[config.mk]
export PLATFORM = sky130hd
export DESIGN_NAME = if_fetch_unit_flat
export DESIGN_NICKNAME = d
export VERILOG_FILES = /design/src/rtl/if_fetch_unit_if.sv /design/src/rtl/if_fetch_unit.sv /design/src/flat_wrapper.sv
export SDC_FILE = /design/constraint.sdc
export NUM_CORES = 1
export LEC_CHECK = 0
export ABC_AREA = 1
export CORE_ASPECT_RATIO = 0.5
export CORE_MARGIN = 2
export CORE_UTILIZATION = 52
export CTS_CLUSTER_DIAMETER = 40
export DETAILED_ROUTE_END_ITERATION = 10
export PLACE_DENSITY = 0.95
export SYNTH_ARGS = -nofsm -noshare
export SYNTH_HDL_FRONTEND = slang
export SYNTH_SLANG_ARGS = --single-unit
[constraint.sdc]
create_clock -name clk -period 12.1 [get_ports clk]
set_clock_uncertainty 0.1 [all_clocks]
set_input_delay 3.025 -clock clk [delete_from_list [all_inputs] [get_ports clk]]
set_output_delay 3.025 -clock clk [all_outputs]
set_load 0.01 [all_outputs]
[src/rtl/if_fetch_unit_if.sv]
// Fetch-unit bus bundle: execute redirect, instruction-memory port, and the
// decode-facing output buffer, plus the FSM state for observation.
//
// Handshakes (both are plain valid/ready): a memory address transfers on a
// rising edge where imem_req & imem_ack; the held instruction transfers to
// decode on a rising edge where out_valid & out_ready. imem_rvalid has no
// ready: the fetch unit always accepts returned data in the cycle it is shown.
interface if_fetch_unit_if;
  logic        redirect;
  logic [31:0] redirect_pc;
  logic        imem_req;
  logic [31:0] imem_addr;
  logic        imem_ack;
  logic        imem_rvalid;
  logic [31:0] imem_rdata;
  logic        out_valid;
  logic        out_ready;
  logic [31:0] out_pc;
  logic [31:0] out_inst;
  logic [1:0]  state_dbg;

  // Fetch-unit side
  modport master (
    input  redirect, redirect_pc, imem_ack, imem_rvalid, imem_rdata, out_ready,
    output imem_req, imem_addr, out_valid, out_pc, out_inst, state_dbg
  );

  // Environment side: execute stage, instruction memory and decode
  modport slave (
    output redirect, redirect_pc, imem_ack, imem_rvalid, imem_rdata, out_ready,
    input  imem_req, imem_addr, out_valid, out_pc, out_inst, state_dbg
  );
endinterface

[src/rtl/if_fetch_unit.sv]
// Instruction fetch unit: keeps one memory request in flight at most, holds
// the returned word in a single output buffer for decode, and follows
// redirects from execute, discarding any data that belongs to the old path.
module if_fetch_unit #(
  parameter logic [31:0] RESET_PC = 32'h0000_0000
) (
  input  logic           clk,
  input  logic           rst,
  if_fetch_unit_if.master bus
);

  localparam logic [1:0] S_ADDR = 2'd0;  // issue address
  localparam logic [1:0] S_WAIT = 2'd1;  // one request outstanding
  localparam logic [1:0] S_DROP = 2'd2;  // outstanding request to be discarded

  logic [1:0]  state;
  logic [1:0]  state_nxt;
  logic [31:0] pc;
  logic [31:0] pend_pc;
  logic        out_valid_q;
  logic [31:0] out_pc_q;
  logic [31:0] out_inst_q;

  logic        req;
  logic        accept;
  logic        load;
  logic        buf_free;

  // The buffer can take new data if empty or being drained this cycle, so an
  // address is only issued when the returning word is guaranteed a slot.
  assign buf_free = !out_valid_q || bus.out_ready;
  assign accept   = req && bus.imem_ack;
  // Returned data is kept only in WAIT and only if not overtaken by a redirect.
  assign load     = (state == S_WAIT) && bus.imem_rvalid && !bus.redirect;

  // State register
  always_ff @(posedge clk or posedge rst) begin
    if (rst) state <= S_ADDR;
    else     state <= state_nxt;
  end

  // Next-state: rvalid ends any wait; a redirect with no data yet means the
  // outstanding request must still be absorbed in DROP.
  always_comb begin
    state_nxt = state;
    case (state)
      S_ADDR: if (accept) state_nxt = S_WAIT;
      S_WAIT: begin
        if (bus.imem_rvalid)   state_nxt = S_ADDR;
        else if (bus.redirect) state_nxt = S_DROP;
      end
      S_DROP: if (bus.imem_rvalid) state_nxt = S_ADDR;
      default: state_nxt = S_ADDR;
    endcase
  end

  // FSM outputs: request only in ADDR, never during redirect or reset
  always_comb begin
    req = (state == S_ADDR) && buf_free && !bus.redirect && !rst;
  end

  // Fetch address bookkeeping: issued address and next sequential pc
  always_ff @(posedge clk or posedge rst) begin
    if (rst) begin
      pc      <= RESET_PC;
      pend_pc <= 32'h0000_0000;
    end else begin
      if (accept) pend_pc <= pc;
      if (bus.redirect)  pc <= bus.redirect_pc & 32'hFFFF_FFFC;
      else if (load)     pc <= pend_pc + 32'd4;  // wraps modulo 2^32
    end
  end

  // Output buffer towards decode
  always_ff @(posedge clk or posedge rst) begin
    if (rst) begin
      out_valid_q <= 1'b0;
      out_pc_q    <= 32'h0000_0000;
      out_inst_q  <= 32'h0000_0000;
    end else begin
      if (bus.redirect) begin
        out_valid_q <= 1'b0;
      end else if (load) begin
        out_valid_q <= 1'b1;
        out_pc_q    <= pend_pc;
        out_inst_q  <= bus.imem_rdata;
      end else if (out_valid_q && bus.out_ready) begin
        out_valid_q <= 1'b0;
      end
    end
  end

  assign bus.imem_req  = req;
  assign bus.imem_addr = pc;
  assign bus.out_valid = out_valid_q;
  assign bus.out_pc    = out_pc_q;
  assign bus.out_inst  = out_inst_q;
  assign bus.state_dbg = state;

endmodule

[src/flat_wrapper.sv]
// flat-port wrapper written by rule: the top's interface ports become plain ports
module if_fetch_unit_flat 
#(
  parameter logic [31:0] RESET_PC = 32'h0000_0000
)
  (clk, rst, bus_redirect, bus_redirect_pc, bus_imem_ack, bus_imem_rvalid, bus_imem_rdata, bus_out_ready, bus_imem_req, bus_imem_addr, bus_out_valid, bus_out_pc, bus_out_inst, bus_state_dbg);
  if_fetch_unit_if bus_i ();
  input  logic clk;
  input  logic rst;
  input wire logic [$bits(bus_i.redirect)-1:0] bus_redirect;
  input wire logic [$bits(bus_i.redirect_pc)-1:0] bus_redirect_pc;
  input wire logic [$bits(bus_i.imem_ack)-1:0] bus_imem_ack;
  input wire logic [$bits(bus_i.imem_rvalid)-1:0] bus_imem_rvalid;
  input wire logic [$bits(bus_i.imem_rdata)-1:0] bus_imem_rdata;
  input wire logic [$bits(bus_i.out_ready)-1:0] bus_out_ready;
  output wire logic [$bits(bus_i.imem_req)-1:0] bus_imem_req;
  output wire logic [$bits(bus_i.imem_addr)-1:0] bus_imem_addr;
  output wire logic [$bits(bus_i.out_valid)-1:0] bus_out_valid;
  output wire logic [$bits(bus_i.out_pc)-1:0] bus_out_pc;
  output wire logic [$bits(bus_i.out_inst)-1:0] bus_out_inst;
  output wire logic [$bits(bus_i.state_dbg)-1:0] bus_state_dbg;
  assign bus_i.redirect = bus_redirect;
  assign bus_i.redirect_pc = bus_redirect_pc;
  assign bus_i.imem_ack = bus_imem_ack;
  assign bus_i.imem_rvalid = bus_imem_rvalid;
  assign bus_i.imem_rdata = bus_imem_rdata;
  assign bus_i.out_ready = bus_out_ready;
  assign bus_imem_req = bus_i.imem_req;
  assign bus_imem_addr = bus_i.imem_addr;
  assign bus_out_valid = bus_i.out_valid;
  assign bus_out_pc = bus_i.out_pc;
  assign bus_out_inst = bus_i.out_inst;
  assign bus_state_dbg = bus_i.state_dbg;
  if_fetch_unit #(.RESET_PC(RESET_PC)) u_core (.clk(clk), .rst(rst), .bus(bus_i));
endmodule
==> impl_metrics.toml <==
[sta]
fin_crit_sh_pct = 66.9
min_period_ns = 8.10
slew_headroom_pct = 32.2
setup_viol = 0
finalSetupTns_ns = 0
rsz0062_at_grt = "no"
final_hold_viol_count = 0
fmax_mhz = 123
maxSlewViolCount = 0
worst_pin_slew_ns = 1.02

[pwr]
p_sw_uw = 513
sw_frac_of_total_pct = 30.2
seqPwrFrac_pct = 37.6
cellLeakagePower_nw = 3.93
p_comb_share_pct = 26.0
pwr-share-clk_pct = 36.4
power_density_nw_per_um2 = 200
internal_power_mw = 1.18
vdd.ir_drop.worst_mv = 0.0906

[detailed_routing]
drc = 0
firstDrtPassIters = 8
wl_um = 18900
drtIter0Drc = 538
viasPerCell = 5.53
vias = 6090
avgRoutedWirePerCell_um = 17.2
ant_nets = 0

[synth]
synth.net_count = 845
synthTopCellsByCount = "nand2_1, dfrtp_1, nor2_1"
synthArstFlopShare_pct = 100
syn-cell-area_um2 = 6090
yosysTopAreaCell = "dfrtp_1"
yosysSeqAreaShare_pct = 53.8
synth_top_area_share_pct = 53.8
yosysMostFrequentCell = "nand2_1"
synth_flop_cell = "dfrtp_1"
yosysWarnings = 0
syn_avg_cell_area_um2 = 7.87
synth_cell_types = 32
syn_inst = 774
yosys-top-cells-area = "dfrtp_1, nand2_1, o21ai_0, nor2_1, nand3_1"
synth-edff-count = 0
synth_seq_cells = 131

[worst_setup_path]
crit_top_cell = "clkdlybuf4s50_1"
path_cells = "clkdlybuf4s50_1 -> inv_4 -> nand3_2 -> nor3_4 -> clkdlybuf4s50_1"
crit_fanout = 57
critPathArrivalTime_ns = 4.97
max_stage_delay_ns = 0.58
path_delay_family = "buffers and inverters"
required_ns = 8.97
worst_setup_path_end_kind = "output pin"
crit_buf_inv = 3
cp-start-kind = "primary input"
crit_type = "in2out"
cpMaxStageDelayCell = "clkdlybuf4s50_1"

[place]
place_hpwl_um = 11800
portBuffers = 167
gp_congestion = 0.973

[floorplanning]
initial_utilization_pct = 54.3
num_rows = 27
pin_count = 170
fp.dieW_um = 157
fp.dieH_um = 80.5
dieArea_um2 = 12600
core_um2 = 11200

[cts]
post_cts_resized = 0
cts_setup_buffers = 0
cts_tree = "done"
clk_pin_slew_worst_paths_ns = 0.06
clock-sinks = 131
cts_hold_buffers = 0
clock_path_buffers = 2
clk_latency_ns = 0.42
cts_buffers = 17
cts.root.buffer_cell = "clkbuf_16"
htreeDepth = 4

[hold_path]
hp-class = "reg2reg"

[finish]
diodes = 0
fin_util_pct = 75.7
drive_above_1_share_pct = 6.57
nNetsFinal = 1001
area.growth.synth_to_final_pct = 39.4

[global_route]
grt_max_degree = 97
antenna_found_initial = 0
grt_pass1_wl_um = 29500
grt_overflow_total = 0
grt_pass1_vias = 5897
grt_use_total_pct = 30.9

[outcome]
status = "finished, final reports clean"

[run]
max_cap_violations = 0
==> state kept, by name, summed over array words and instances, names as in the netlist <==
register,cells
u_core.pend_pc,32
u_core.bus.out_inst,32
u_core.bus.out_valid,1
u_core.bus.out_pc,32
u_core.bus.state_dbg,2
u_core.bus.imem_addr,32
==> worst min-delay path, cell delays in order (launching register included) <==
cell,delay [ns]
dfrtp_1,0.34
nand2_1,0.05
nand2_1,0.06
==> placed cells by master, fill, tap and decap left out, drive strengths merged, types with 2 or more instances in the layout <==
cell           count
o22ai              5
bufinv             7
nor2              88
dfrtp            131
clkinvlp           2
nand4              2
clkbuf            19
inv               57
clkdlybuf4s50    167
and2               3
nand2            324
nand3             39
a21oi              4
xor2               3
clkinv             3
o21ai             80
o211ai             2
==> path summary, 6_finish.rpt <==
kind,from,endpoint,slack [ns],cells past startpoint
worst max register to register,u_core.bus.state_dbg[0]$_DFFE_PP0P_,u_core.bus.out_inst[13]$_DFFE_PP0P_,9.32,6
worst min-delay path,u_core.bus.out_inst[30]$_DFFE_PP0P_,u_core.bus.out_inst[30]$_DFFE_PP0P_,0.38,2
worst min register to register,u_core.bus.out_inst[30]$_DFFE_PP0P_,u_core.bus.out_inst[30]$_DFFE_PP0P_,0.38,2
min in group asynchronous,rst,u_core.bus.out_inst[15]$_DFFE_PP0P_,2.97,2
worst max-delay path,rst,bus_imem_req,4.00,5
max in group asynchronous,rst,u_core.pend_pc[16]$_DFFE_PP0P_,7.47,3
==> through the flow <==
step | hold WS [ns] | total power, mW | setup WS, ns | area [µm²] | std cells
after floorplan | 0.353 | 0.812 | 2.29 | 6090 | 774
after global placement | 0.362 | 1.04 | 4.02 | 7790 | 1070
after detailed placement | 0.364 | 1.06 | 3.98 | 7790 | 1070
after CTS | 0.381 | 1.70 | 3.98 | 8490 | 1102
after global routing | 0.389 | 1.77 | 3.83 | 8490 | 1102
final | 0.378 | 1.70 | 4.00 | 8490 | 1102
==> power groups by stage <==
stage | sequential (mW) | combinational [mW] | clock [mW]
after detailed placement | 0.634 | 0.429 | 0
after global routing | 0.649 | 0.478 | 0.643
after global placement | 0.631 | 0.413 | 0
after CTS | 0.634 | 0.440 | 0.621
final | 0.639 | 0.441 | 0.618
after floorplan | 0.659 | 0.153 | 0
==> cells by family (layout without fill, tap and decap cells) <==
logic type | after synthesis | count (layout) | share of synthesized area, %
AO/OA/AOI/OAI | 94 | 94 | 8.03
XOR/XNOR | 4 | 4 | 0.575
adder cells (fa/ha/maj) | 1 | 1 | 0.205
buffers and inverters | 87 | 256 | 6.53
flip-flops | 131 | 131 | 53.8
AND/OR/NAND/NOR | 457 | 457 | 30.8
==> final cells by class <==
cell class	instances	area, µm²
Sequential cell	131	3280
Fill cell	718	2720
Multi-Input combinational cell	556	2420
Timing Repair Buffer	168	1680
Clock buffer	19	453
Clock inverter	13	253
Inverter	56	215
Tap cell	159	199
==> metal layers <==
| metal | share of wire (%) | global-route usage [%] | up-vias |
|---|---|---|---|
| met3 | 9.1 | 9.07 | 89 |
| met5 | 0 | 0 | - |
| met4 | 4.3 | 14.7 | 0 |
| met2 | 47 | 50.8 | 377 |
| met1 | 40 | 37.9 | 2874 |
| li1 | - | - | 2750 |
(Power assumes the default switching activity.)
